[src/rtl/uc_ctrl_pipe.sv]
// uc_ctrl_pipe: registered control-word pipeline (SelC/Type/MR/MW) from decode
// to the memory/writeback side, with HOLD bubble injection, FLUSH, memory-busy
// freeze and per-stage valid tracking.
//
// Ports:
//   CLK, RST_N            clock (rising edge), asynchronous active-low reset
//   SelC_in, Type_in      decoded control word of the incoming instruction
//   MR_IN, MW_IN          memory read/write request of the incoming word
//   VALID_IN              incoming word is a real instruction
//   HOLD                  hazard: insert HOLD_LEN bubbles starting this cycle
//   FLUSH                 kill every in-flight word
//   MEM_BUSY              freeze the whole pipe this cycle
//   STALL_OUT             upstream must hold its word (combinational)
//   SelC_out, Type_out    last-stage control word, NOP when invalid
//   MR_OUT, MW_OUT        last-stage memory requests gated by valid
//   VALID_OUT             last stage holds a real instruction
//   STAGE_VALID           valid bit per stage, bit0 = entry stage
//
// Optional macro UC_CTRL_PIPE_STATS_EN adds saturating BUBBLE_CNT/FREEZE_CNT.
module uc_ctrl_pipe #(
  parameter int unsigned SELC_W   = 6,
  parameter int unsigned TYPE_W   = 7,
  parameter int unsigned DEPTH    = 3,
  parameter int unsigned HOLD_LEN = 1,
  parameter int unsigned NOP_SELC = 35,
  parameter int unsigned NOP_TYPE = 0
) (
  input  logic              CLK,
  input  logic              RST_N,
  input  logic [SELC_W-1:0] SelC_in,
  input  logic [TYPE_W-1:0] Type_in,
  input  logic              MR_IN,
  input  logic              MW_IN,
  input  logic              VALID_IN,
  input  logic              HOLD,
  input  logic              FLUSH,
  input  logic              MEM_BUSY,
  output logic              STALL_OUT,
  output logic [SELC_W-1:0] SelC_out,
  output logic [TYPE_W-1:0] Type_out,
  output logic              MR_OUT,
  output logic              MW_OUT,
  output logic              VALID_OUT,
  output logic [DEPTH-1:0]  STAGE_VALID
`ifdef UC_CTRL_PIPE_STATS_EN
  ,
  output logic [15:0]       BUBBLE_CNT,
  output logic [15:0]       FREEZE_CNT
`endif
);

  localparam int unsigned CNT_W = $clog2(HOLD_LEN + 1);
  localparam logic [CNT_W-1:0] RELOAD = CNT_W'(HOLD_LEN - 1);

  typedef struct packed {
    logic [SELC_W-1:0] selc;
    logic [TYPE_W-1:0] typ;
    logic              mr;
    logic              mw;
    logic              valid;
  } stage_t;

  localparam stage_t BUBBLE_STAGE = {SELC_W'(NOP_SELC), TYPE_W'(NOP_TYPE), 3'b000};

  typedef enum logic [1:0] {ST_RUN, ST_BUBBLE, ST_FROZEN} state_t;

  state_t           state_q, state_d;
  state_t           ret_q, ret_d;
  state_t           eff_state;
  logic [CNT_W-1:0] cnt_q, cnt_d;
  stage_t           stage_q [DEPTH];
  stage_t           stage_d [DEPTH];
  stage_t           in_word;
  stage_t           last;
  logic             bubble_active;

  // State, counter and stage registers.
  always_ff @(posedge CLK or negedge RST_N) begin
    if (!RST_N) begin
      state_q <= ST_RUN;
      ret_q   <= ST_RUN;
      cnt_q   <= '0;
      for (int i = 0; i < int'(DEPTH); i++) stage_q[i] <= BUBBLE_STAGE;
    end else begin
      state_q <= state_d;
      ret_q   <= ret_d;
      cnt_q   <= cnt_d;
      stage_q <= stage_d;
    end
  end

  // Next-state, stage shift and stall logic.
  always_comb begin
    state_d = state_q;
    ret_d   = ret_q;
    cnt_d   = cnt_q;
    for (int i = 0; i < int'(DEPTH); i++) stage_d[i] = stage_q[i];
    in_word = VALID_IN ? {SelC_in, Type_in, MR_IN, MW_IN, 1'b1} : BUBBLE_STAGE;
    // Once MEM_BUSY drops, the frozen pipe behaves as the remembered state
    // in that same cycle so STALL_OUT and the shift stay consistent.
    eff_state     = (state_q == ST_FROZEN) ? ret_q : state_q;
    bubble_active = (eff_state == ST_BUBBLE) && (cnt_q != '0);

    if (FLUSH) begin
      for (int i = 0; i < int'(DEPTH); i++) stage_d[i] = BUBBLE_STAGE;
      cnt_d   = '0;
      state_d = ST_RUN;
      ret_d   = ST_RUN;
    end else if (MEM_BUSY) begin
      state_d = ST_FROZEN;
      if (state_q != ST_FROZEN) ret_d = state_q;
    end else begin
      for (int i = 1; i < int'(DEPTH); i++) stage_d[i] = stage_q[i-1];
      if (HOLD) begin
        // A new HOLD reloads rather than accumulates.
        stage_d[0] = BUBBLE_STAGE;
        cnt_d      = RELOAD;
        state_d    = (RELOAD != '0) ? ST_BUBBLE : ST_RUN;
      end else if (bubble_active) begin
        stage_d[0] = BUBBLE_STAGE;
        cnt_d      = cnt_q - CNT_W'(1);
        state_d    = (cnt_q == CNT_W'(1)) ? ST_RUN : ST_BUBBLE;
      end else begin
        stage_d[0] = in_word;
        state_d    = ST_RUN;
      end
    end

    STALL_OUT = FLUSH ? 1'b0 : (HOLD | MEM_BUSY | bubble_active);
  end

  // Outputs come straight from the last stage register, forced to NOP when invalid.
  assign last      = stage_q[DEPTH-1];
  assign VALID_OUT = last.valid;
  assign SelC_out  = last.valid ? last.selc : SELC_W'(NOP_SELC);
  assign Type_out  = last.valid ? last.typ  : TYPE_W'(NOP_TYPE);
  assign MR_OUT    = last.mr & last.valid;
  assign MW_OUT    = last.mw & last.valid;

  always_comb begin
    STAGE_VALID = '0;
    for (int i = 0; i < int'(DEPTH); i++) STAGE_VALID[i] = stage_q[i].valid;
  end

`ifdef UC_CTRL_PIPE_STATS_EN
  logic bubble_ins;
  logic freeze_cyc;

  assign bubble_ins = !FLUSH && !MEM_BUSY && (HOLD || bubble_active);
  assign freeze_cyc = !FLUSH && MEM_BUSY;

  // Saturating statistics, cleared only by reset.
  always_ff @(posedge CLK or negedge RST_N) begin
    if (!RST_N) begin
      BUBBLE_CNT <= 16'd0;
      FREEZE_CNT <= 16'd0;
    end else begin
      if (bubble_ins && (BUBBLE_CNT != 16'hFFFF)) BUBBLE_CNT <= BUBBLE_CNT + 16'd1;
      if (freeze_cyc && (FREEZE_CNT != 16'hFFFF)) FREEZE_CNT <= FREEZE_CNT + 16'd1;
    end
  end
`endif

endmodule

[config.mk]
export PLATFORM = sky130hd
export DESIGN_NAME = uc_ctrl_pipe
export DESIGN_NICKNAME = d
export VERILOG_FILES = /design/src/rtl/uc_ctrl_pipe.sv
export SDC_FILE = /design/constraint.sdc
export NUM_CORES = 1
export LEC_CHECK = 0
export ABC_AREA = 0
export ABC_CLOCK_PERIOD_IN_PS = 2350
export CAP_MARGIN = 20
export CORE_MARGIN = 4
export CORE_UTILIZATION = 23
export DETAILED_ROUTE_END_ITERATION = 7
export GPL_ROUTABILITY_DRIVEN = 0
export PLACE_DENSITY_LB_ADDON = 0.25
export SYNTH_ARGS = -nofsm -noshare
export SYNTH_HDL_FRONTEND = slang
export SYNTH_SLANG_ARGS = --single-unit
export TNS_END_PERCENT = 100
[constraint.sdc]
create_clock -name CLK -period 2.35 [get_ports CLK]
set_input_delay 0.5875 -clock CLK [delete_from_list [all_inputs] [get_ports CLK]]
set_output_delay 0.5875 -clock CLK [all_outputs]
set_load 0.01 [all_outputs]
==> results summary, run 1 <==
The run finished with clean final reports. The largest total area in the synthesized netlist belongs to sky130_fd_sc_hd__dfrtp_1. The clock skew is 0.00332 ns. The number of I/O pins came out at 41. The max-capacitance violation count is 0.

Of the post-synthesis cell area, the dominant cell type holds 0.486. After layout, the design draws a total of 1.58 mW. Each instance of the synthesized netlist takes up on average 11.9 um2.

For this run, the slowest stage of the critical path takes 0.54 ns. The first routing iteration left 46 violations. The mean number of vias per cell is 4.08.

The cell row count came out at 35. The final net count came out at 256. Buffers added to address setup during post-CTS repair amount to 0.

CTS built an H-tree with a depth of 2. The share of the cycle needed by the critical path after routing came out at 0.935. The register area share after synthesis is 0.591. Tracing the worst setup path back leads to its startpoint at VALID_OUT. The worst setup path is of the flip-flop to output port kind.

The first detailed-routing pass took 4 iterations. In this run the power density over the cells is 540 mW/mm2. Yosys printed 0 warnings. STA puts the critical path data arrival time at 1.61 ns.

Across all register-to-register paths, the minimum setup slack is 0.87 ns. The final standard cell utilization of the core came out at 0.311. Setup violations remaining at the end of the flow were counted as 0. The placed wire-length estimate after detailed placement is 3240 um. The die is 107 um tall. The clock-pin slew reported for the worst setup and hold paths after clock tree synthesis came out at 0.09 ns. The highest attainable clock frequency came out at 0.455 GHz. In the final layout, the share of cells above drive strength 1 is 0.140. In the detailed route, the total length drawn on met2 is 2090 um.

The critical path startpoint category is a flip-flop. The minimum clock period is 2.20 ns. The commonest non-fill, non-tap cell in the layout is sky130_fd_sc_hd__dfrtp_1. The synthesis-to-layout area growth came out at 29.2%. The initial cell density of the core is 0.241.

The routed layout has 1491 vias. The worst slew margin relative to its limit came out at 0.604. The count of nets left with antenna violations after detail routing came out at 0. The largest buffer count on any clock path is 2. The antenna cell count came out at 0.

Buffers inserted to repair hold after CTS numbered 0. The total count of hold-check failures in the final report was 0. The total placed cells including tap cells came out at 357. In the layout the commonest cells are 43 x sky130_fd_sc_hd__dfrtp_1, 37 x sky130_fd_sc_hd__clkdlybuf4s50_1, 34 x sky130_fd_sc_hd__nor2_1, 32 x sky130_fd_sc_hd__mux2i_1, 13 x sky130_fd_sc_hd__and2_1. The remaining global-route overflow is 0. The number of antenna violations at the first check in global routing is 0. The startpoint of the most critical register-to-register path is state_q[1].

In this run the worst path has a maximum fanout of 7. The worst slack after detailed placement came out at -0.0280 ns. The number of slew-limit violations in the final report is 0. The measured slew at the worst slew-check pin is 0.595 ns. The total wire length came out at 4720 um.

The finished layout holds 365 standard cells, fillers aside. The number of buffers created by CTS is 5. The global-route total usage across every layer is 0.0869. The met3 wirelength from detailed routing is 187 um. The core box area came out at 0.00942 mm2. The leakage power is 1.33 nW. The number of global-route vias before repair came out at 1521. Setup repair after global routing left no endpoint under its margin.

The wire length on met1 came out at 2340 um. For the worst-skew pair, the clock arrives at the later sink with an insertion delay of 0.30 ns. By area the synthesized netlist is led by sky130_fd_sc_hd__dfrtp_1 49%, sky130_fd_sc_hd__mux2i_1 14%, sky130_fd_sc_hd__dfstp_2 10%. The final critical-path setup slack came out at 0.153 ns. In this run the cell area of the synthesized design comes to 0.00226 mm2. The total nets after synthesis is 212. The worst register-to-register path has a depth of 5. The end of the worst register-to-register path is stage_q[45]. The required time of the worst setup path is 1.76 ns. Clock tree synthesis selected as its root buffer the cell sky130_fd_sc_hd__clkbuf_8. The number of buffers added on ports is 40. The class of the worst hold path is input pin to async pin.

The highest layer touched by signal routing is met4. Entering global routing, the biggest net connects 39 pins. The DRC violation count after routing is 0.

The die area is 0.0115 mm2. The synthesized flop and latch total came out at 53. The maximum vdd ir drop came out at 0.218 mV. On the critical path, the stage with the largest delay is an instance of sky130_fd_sc_hd__clkdlybuf4s50_1. The synthesized netlist cell count came out at 191.

The capturing element type of the critical path is an output port. The number of distinct standard cells referenced by the synthesized netlist is 25. TritonCTS built the clock tree. The per-cell routed wire length came out at 12.9 um. The die width is 107 um. The global-route wire length before repair is 7820 um. The signal on the critical path passes through buf_4, and2_1, clkdlybuf4s50_1. The number of clock sinks seen by CTS is 53.
==> sequential cells by signal (all words and copies together), names as in the netlist <==
register and count:
ret_q 2, STAGE_VALID 2, cnt_q 1, stage_q 30, VALID_OUT 1, last 15
state_q 2
==> worst max path at each step <==
| stage | to | slack [ns] | cells past startpoint |
|---|---|---|---|
| floorplan | STALL_OUT | 0.46 | 4 |
| global placement | STALL_OUT | -0.01 | 4 |
| detailed placement | STALL_OUT | -0.03 | 4 |
| CTS | MW_OUT | 0.03 | 3 |
| global route | MW_OUT | 0.07 | 3 |
| finish | MW_OUT | 0.15 | 3 |
==> kinds of logic (layout without fill, tap and decap cells) <==
group | count (synthesis) | in the layout | share of synthesized area
AO/OA/AOI/OAI | 22 | 22 | 0.0867
flip-flops | 53 | 53 | 0.591
AND/OR/NAND/NOR | 64 | 64 | 0.138
other | 1 | 1 | 0.00166
buffers and inverters | 19 | 64 | 0.0420
multiplexers | 32 | 32 | 0.141
==> per-stage QoR <==
step / cell area, um2 / setup TNS, ns / hold WS, ns
after floorplan: 2260 / 0 / 0.292
after CTS: 2930 / 0 / 0.274
final: 2930 / 0 / 0.271
after global routing: 2930 / 0 / 0.286
after global placement: 2840 / -0.0104 / 0.474
after detailed placement: 2840 / -0.0280 / 0.480
==> critical path: cells and delay by family (launching register included) <==
kind	cells	cell delay [ns]
DFF	1	0.44
buffers and inverters	2	0.72
and+or+nand+nor	1	0.15
==> Yosys cell counts <==
cell,instances
sky130_fd_sc_hd__clkbuf_1,8
sky130_fd_sc_hd__mux2i_1,32
sky130_fd_sc_hd__or3b_4,1
sky130_fd_sc_hd__a32o_1,12
sky130_fd_sc_hd__nor2b_1,2
sky130_fd_sc_hd__o211a_1,1
sky130_fd_sc_hd__and3b_1,1
sky130_fd_sc_hd__and4bb_1,1
sky130_fd_sc_hd__nand2b_1,4
sky130_fd_sc_hd__and2_1,13
sky130_fd_sc_hd__conb_1,1
sky130_fd_sc_hd__a2bb2oi_1,1
sky130_fd_sc_hd__inv_1,3
sky130_fd_sc_hd__o21ai_0,1
sky130_fd_sc_hd__a211oi_4,1
sky130_fd_sc_hd__nor3_1,2
sky130_fd_sc_hd__o21a_1,1
sky130_fd_sc_hd__dfstp_2,9
sky130_fd_sc_hd__buf_4,3
sky130_fd_sc_hd__buf_6,1
sky130_fd_sc_hd__dfrtp_1,44
sky130_fd_sc_hd__nor2_1,34
sky130_fd_sc_hd__buf_2,4
sky130_fd_sc_hd__nand2_1,6
sky130_fd_sc_hd__a21oi_1,5
==> area by class of cell <==
cell class                 count  area, um2
clock inverter                 1       7.51
multi-input combinational    119        832
timing repair buffer          53        499
fill                         968       6490
tap                          129        161
clock buffer                   7       76.3
sequential                    53       1340
inverter                       3       11.3
==> where the power goes <==
| group | internal, mW | leakage, nW | switching (mW) |
|---|---|---|---|
| registers | 0.928 | 0.700 | 0.00906 |
| clock network | 0.211 | 0.0385 | 0.283 |
| logic | 0.0709 | 0.595 | 0.0767 |
==> timing repair <==
item	CTS	global route
gates resized for setup	1	1
endpoints found under the setup margin	1	2
gates cloned	0	0
endpoints found under the hold margin	0	0
==> layer usage <==
metal / vias up / track usage
li1: 735 / -
met1: 718 / 0.120
met2: 30 / 0.128
met3: 8 / 0.0235
met4: 0 / 0.0356
met5: - / 0
Note: power is estimated with default switching activity, not from simulation.
==> inputs of run 2 (changes only) <==
--- a/config.mk
+++ b/config.mk
@@ -13,6 +13,8 @@
 export DETAILED_ROUTE_END_ITERATION = 7
 export GPL_ROUTABILITY_DRIVEN = 0
 export PLACE_DENSITY_LB_ADDON = 0.25
+export REMOVE_ABC_BUFFERS = 1
+export SLEW_MARGIN = 20
 export SYNTH_ARGS = -nofsm -noshare
 export SYNTH_HDL_FRONTEND = slang
 export SYNTH_SLANG_ARGS = --single-unit
==> results summary, run 2 (synthesis gave the netlist of run 1 again) <==
The global-route wire length before repair was 8120 um (+3.9%). The final net count came out at 258 (+0.78%). The power per unit of standard cell area is 545 mW/mm2 (+0.94%). The final cell count without fillers is 367 (+0.55%). The die width came to 107 um (unchanged). The number of clock sinks seen by CTS came out at 53 (unchanged). The total internal power was 1.24 mW (+2.4%). The count of nets left with antenna violations after detail routing is 0 (unchanged). The initial cell density of the core came to 0.241 (unchanged). The total count of hold-check failures in the final report came to 0 (unchanged). The clock skew was 0.00453 ns (+0.00121 ns). The global-route total usage across every layer is 0.0908 (+0.00394). The initial DRC count is 48 (+4.3%).

The setup-violating endpoint count in the final report came out at 0 (unchanged). The net switching power came out at 0.358 mW (-2.8%). The sequential share of power came to 0.586 (-0.008). The maximum vdd ir drop is 0.256 mV (+18%).

The tightest min-delay check is of the input pin to async pin type. The setup slack of the worst register-to-register path came out at 0.88 ns (about the same). The number of slew-limit violations in the final report is 0 (unchanged). The library cells used most frequently in the layout, excluding fill and tap cells, are 44 x sky130_fd_sc_hd__dfrtp_1, 37 x sky130_fd_sc_hd__clkdlybuf4s50_1, 34 x sky130_fd_sc_hd__nor2_1, 32 x sky130_fd_sc_hd__mux2i_1, 15 x sky130_fd_sc_hd__buf_4. The total placed cells including tap cells is 359 (+0.56%).

The register with the most flip-flops is stage_q. The required time of the worst setup path is 1.76 ns (about the same). The total wire length came out at 4900 um (+3.9%). The core box area came out at 0.00942 mm2 (unchanged). The leakage power is 1.35 nW (+1.1%). The critical path starts at state_q[0]. The clock-pin slew reported for the worst setup and hold paths after clock tree synthesis is 0.08 ns (about the same). The share of the cycle needed by the critical path after routing is 0.918 (-0.0171). The iteration count of the initial detailed-routing pass came out at 4 (unchanged). The per-cell routed wire length came out at 13.4 um (+3.3%). The remaining global-route overflow came out at 0 (unchanged). The measured slew at the worst slew-check pin came out at 0.677 ns (+0.0822 ns). The worst slew margin relative to its limit came out at 0.549 (-0.0548). The number of buffers added on ports came to 40 (unchanged).

The flip-flop count of the largest register, all copies and words added came out at 30 (unchanged). The number of global-route vias before repair was 1571 (+3.3%). The setup path with the least slack is of type flip-flop to output port.

The DRC violation count after routing was 0 (unchanged). The largest buffer count on any clock path is 2 (unchanged). In this run the critical register-to-register path is captured at stage_q[39]. The smallest hold slack was 0.326 ns (+0.0551 ns). The commonest non-fill, non-tap cell in the layout is sky130_fd_sc_hd__dfrtp_1. The placed wire-length estimate after detailed placement is 3520 um (+8.5%). The final standard cell utilization of the core came out at 0.312 (+0.000797). The antenna cell count is 0 (unchanged). The worst setup path is launched from a flip-flop. The mean number of vias per cell came to 4.04 (-1.0%).

The clock insertion delay at the later pin of the skew report is 0.30 ns (about the same). The cell row count was 35 (unchanged). The root buffer cell chosen for the clock tree is sky130_fd_sc_hd__clkbuf_8. The flow ran to the end, and the final reports show no timing, DRC or antenna violations. The synthesis-to-layout area growth is 29.6%. The arrival time reported for the critical path endpoint is 1.57 ns (-0.04 ns). The sum of internal, switching and leakage power was 1.60 mW (+1.2%). The startpoint of the most critical register-to-register path is state_q[1]. The die area is 0.0115 mm2 (unchanged). The cell depth of the worst flop-to-flop path was 5 (unchanged). The worst slack after detailed placement came out at -0.0374 ns (-0.00935 ns). Following the worst setup path forward leads to its endpoint at STALL_OUT.

The worst setup path is captured at an output port. The via count of the routed design came to 1484 (-0.47%). The maximum level of the CTS H-tree came out at 2 (unchanged). The number of antenna violations at the first check in global routing is 0 (unchanged).

The highest attainable clock frequency is 0.464 GHz (+1.9%). The minimum clock period is 2.16 ns (-0.0401 ns). The max-capacitance violation count came out at 0 (unchanged).

The portion of total power attributed to the clock network came out at 0.320 (+0.007). The number of I/O pins is 41 (unchanged). The vertical die dimension was 107 um (unchanged). The combinational cell fraction of total power is 0.094 (about the same). The peak fanout along the critical path came to 5 (-2). Setup repair after global routing left no endpoint under its margin.

The maximum number of pins on one net before global-route repair was 34 (-13%). The share of final-layout standard cells stronger than drive strength 1 is 0.143 (+0.00303). The final critical-path setup slack is 0.193 ns (+0.0401 ns). The switching power as a share of total power came out at 0.224 (-0.00927). TritonCTS built the clock tree. The number of buffers created by CTS came out at 5 (unchanged). The number of buffers added for setup after CTS is 0 (unchanged).
[run 2: changes by cell type in the layout (fill, tap and decap cells not counted)]
cell                         before  now
sky130_fd_sc_hd__dfrtp_2          1    0
sky130_fd_sc_hd__dfrtp_1         43   44
sky130_fd_sc_hd__buf_12           1    0
sky130_fd_sc_hd__clkbuf_8         5    6
sky130_fd_sc_hd__clkinvlp_4       1    0
sky130_fd_sc_hd__buf_4           12   15
[run 2: how the worst min path moves through the flow]
stage | endpoint | from
3_5_place_dp | stage_q[34] | stage_q[34]
3_3_place_gp | stage_q[38] | stage_q[38]
2_1_floorplan | STAGE_VALID[0] | RST_N
6_report | stage_q[29] | RST_N
4_1_cts | stage_q[29] | RST_N
5_1_grt | stage_q[28] | RST_N
[run 2: layer usage]
metal	GRT usage	up-vias	wire length, um
met2	0.139	41	2220
met4	0.0247	0	43
met1	0.129	700	2460
li1	-	739	-
met3	0.0205	4	182
met5	0	-	0
[run 2: what timing repair did]
item                       CTS  global route
setup endpoints to repair    1             0
gates resized for setup      1             0
hold buffers                 0             0
[run 2: critical path, stage by stage, from the launching register on]
cell	delay (ns)
sky130_fd_sc_hd__dfrtp_1	0.42
sky130_fd_sc_hd__and4bb_1	0.30
sky130_fd_sc_hd__o21ai_0	0.12
sky130_fd_sc_hd__a21oi_1	0.15
sky130_fd_sc_hd__dlygate4sd2_1	0.28
[run 2: through the flow]
step                      instance area, um2  TNS (ns)
after global routing                    2930         0
after floorplan                         2180         0
after global placement                  2850   -0.0777
after CTS                               2930         0
final                                   2930         0
after detailed placement                2850   -0.0374
[run 2: area by class of cell]
cell class / instances / area (um2)
clock buffer: 8 / 90.1
fill: 997 / 6480
inverter: 3 / 11.3
multi-input combinational: 119 / 832
sequential: 53 / 1340
tap: 129 / 161
timing repair buffer: 55 / 502
[run 2: power groups by stage]
stage               Clock [mW]  Combinational, mW  Sequential (mW)
floorplan                    0             0.0447            0.953
global placement             0              0.156            0.955
detailed placement           0              0.156            0.955
CTS                      0.541              0.156            0.937
global route             0.574              0.167            0.940
finish                   0.511              0.151            0.937
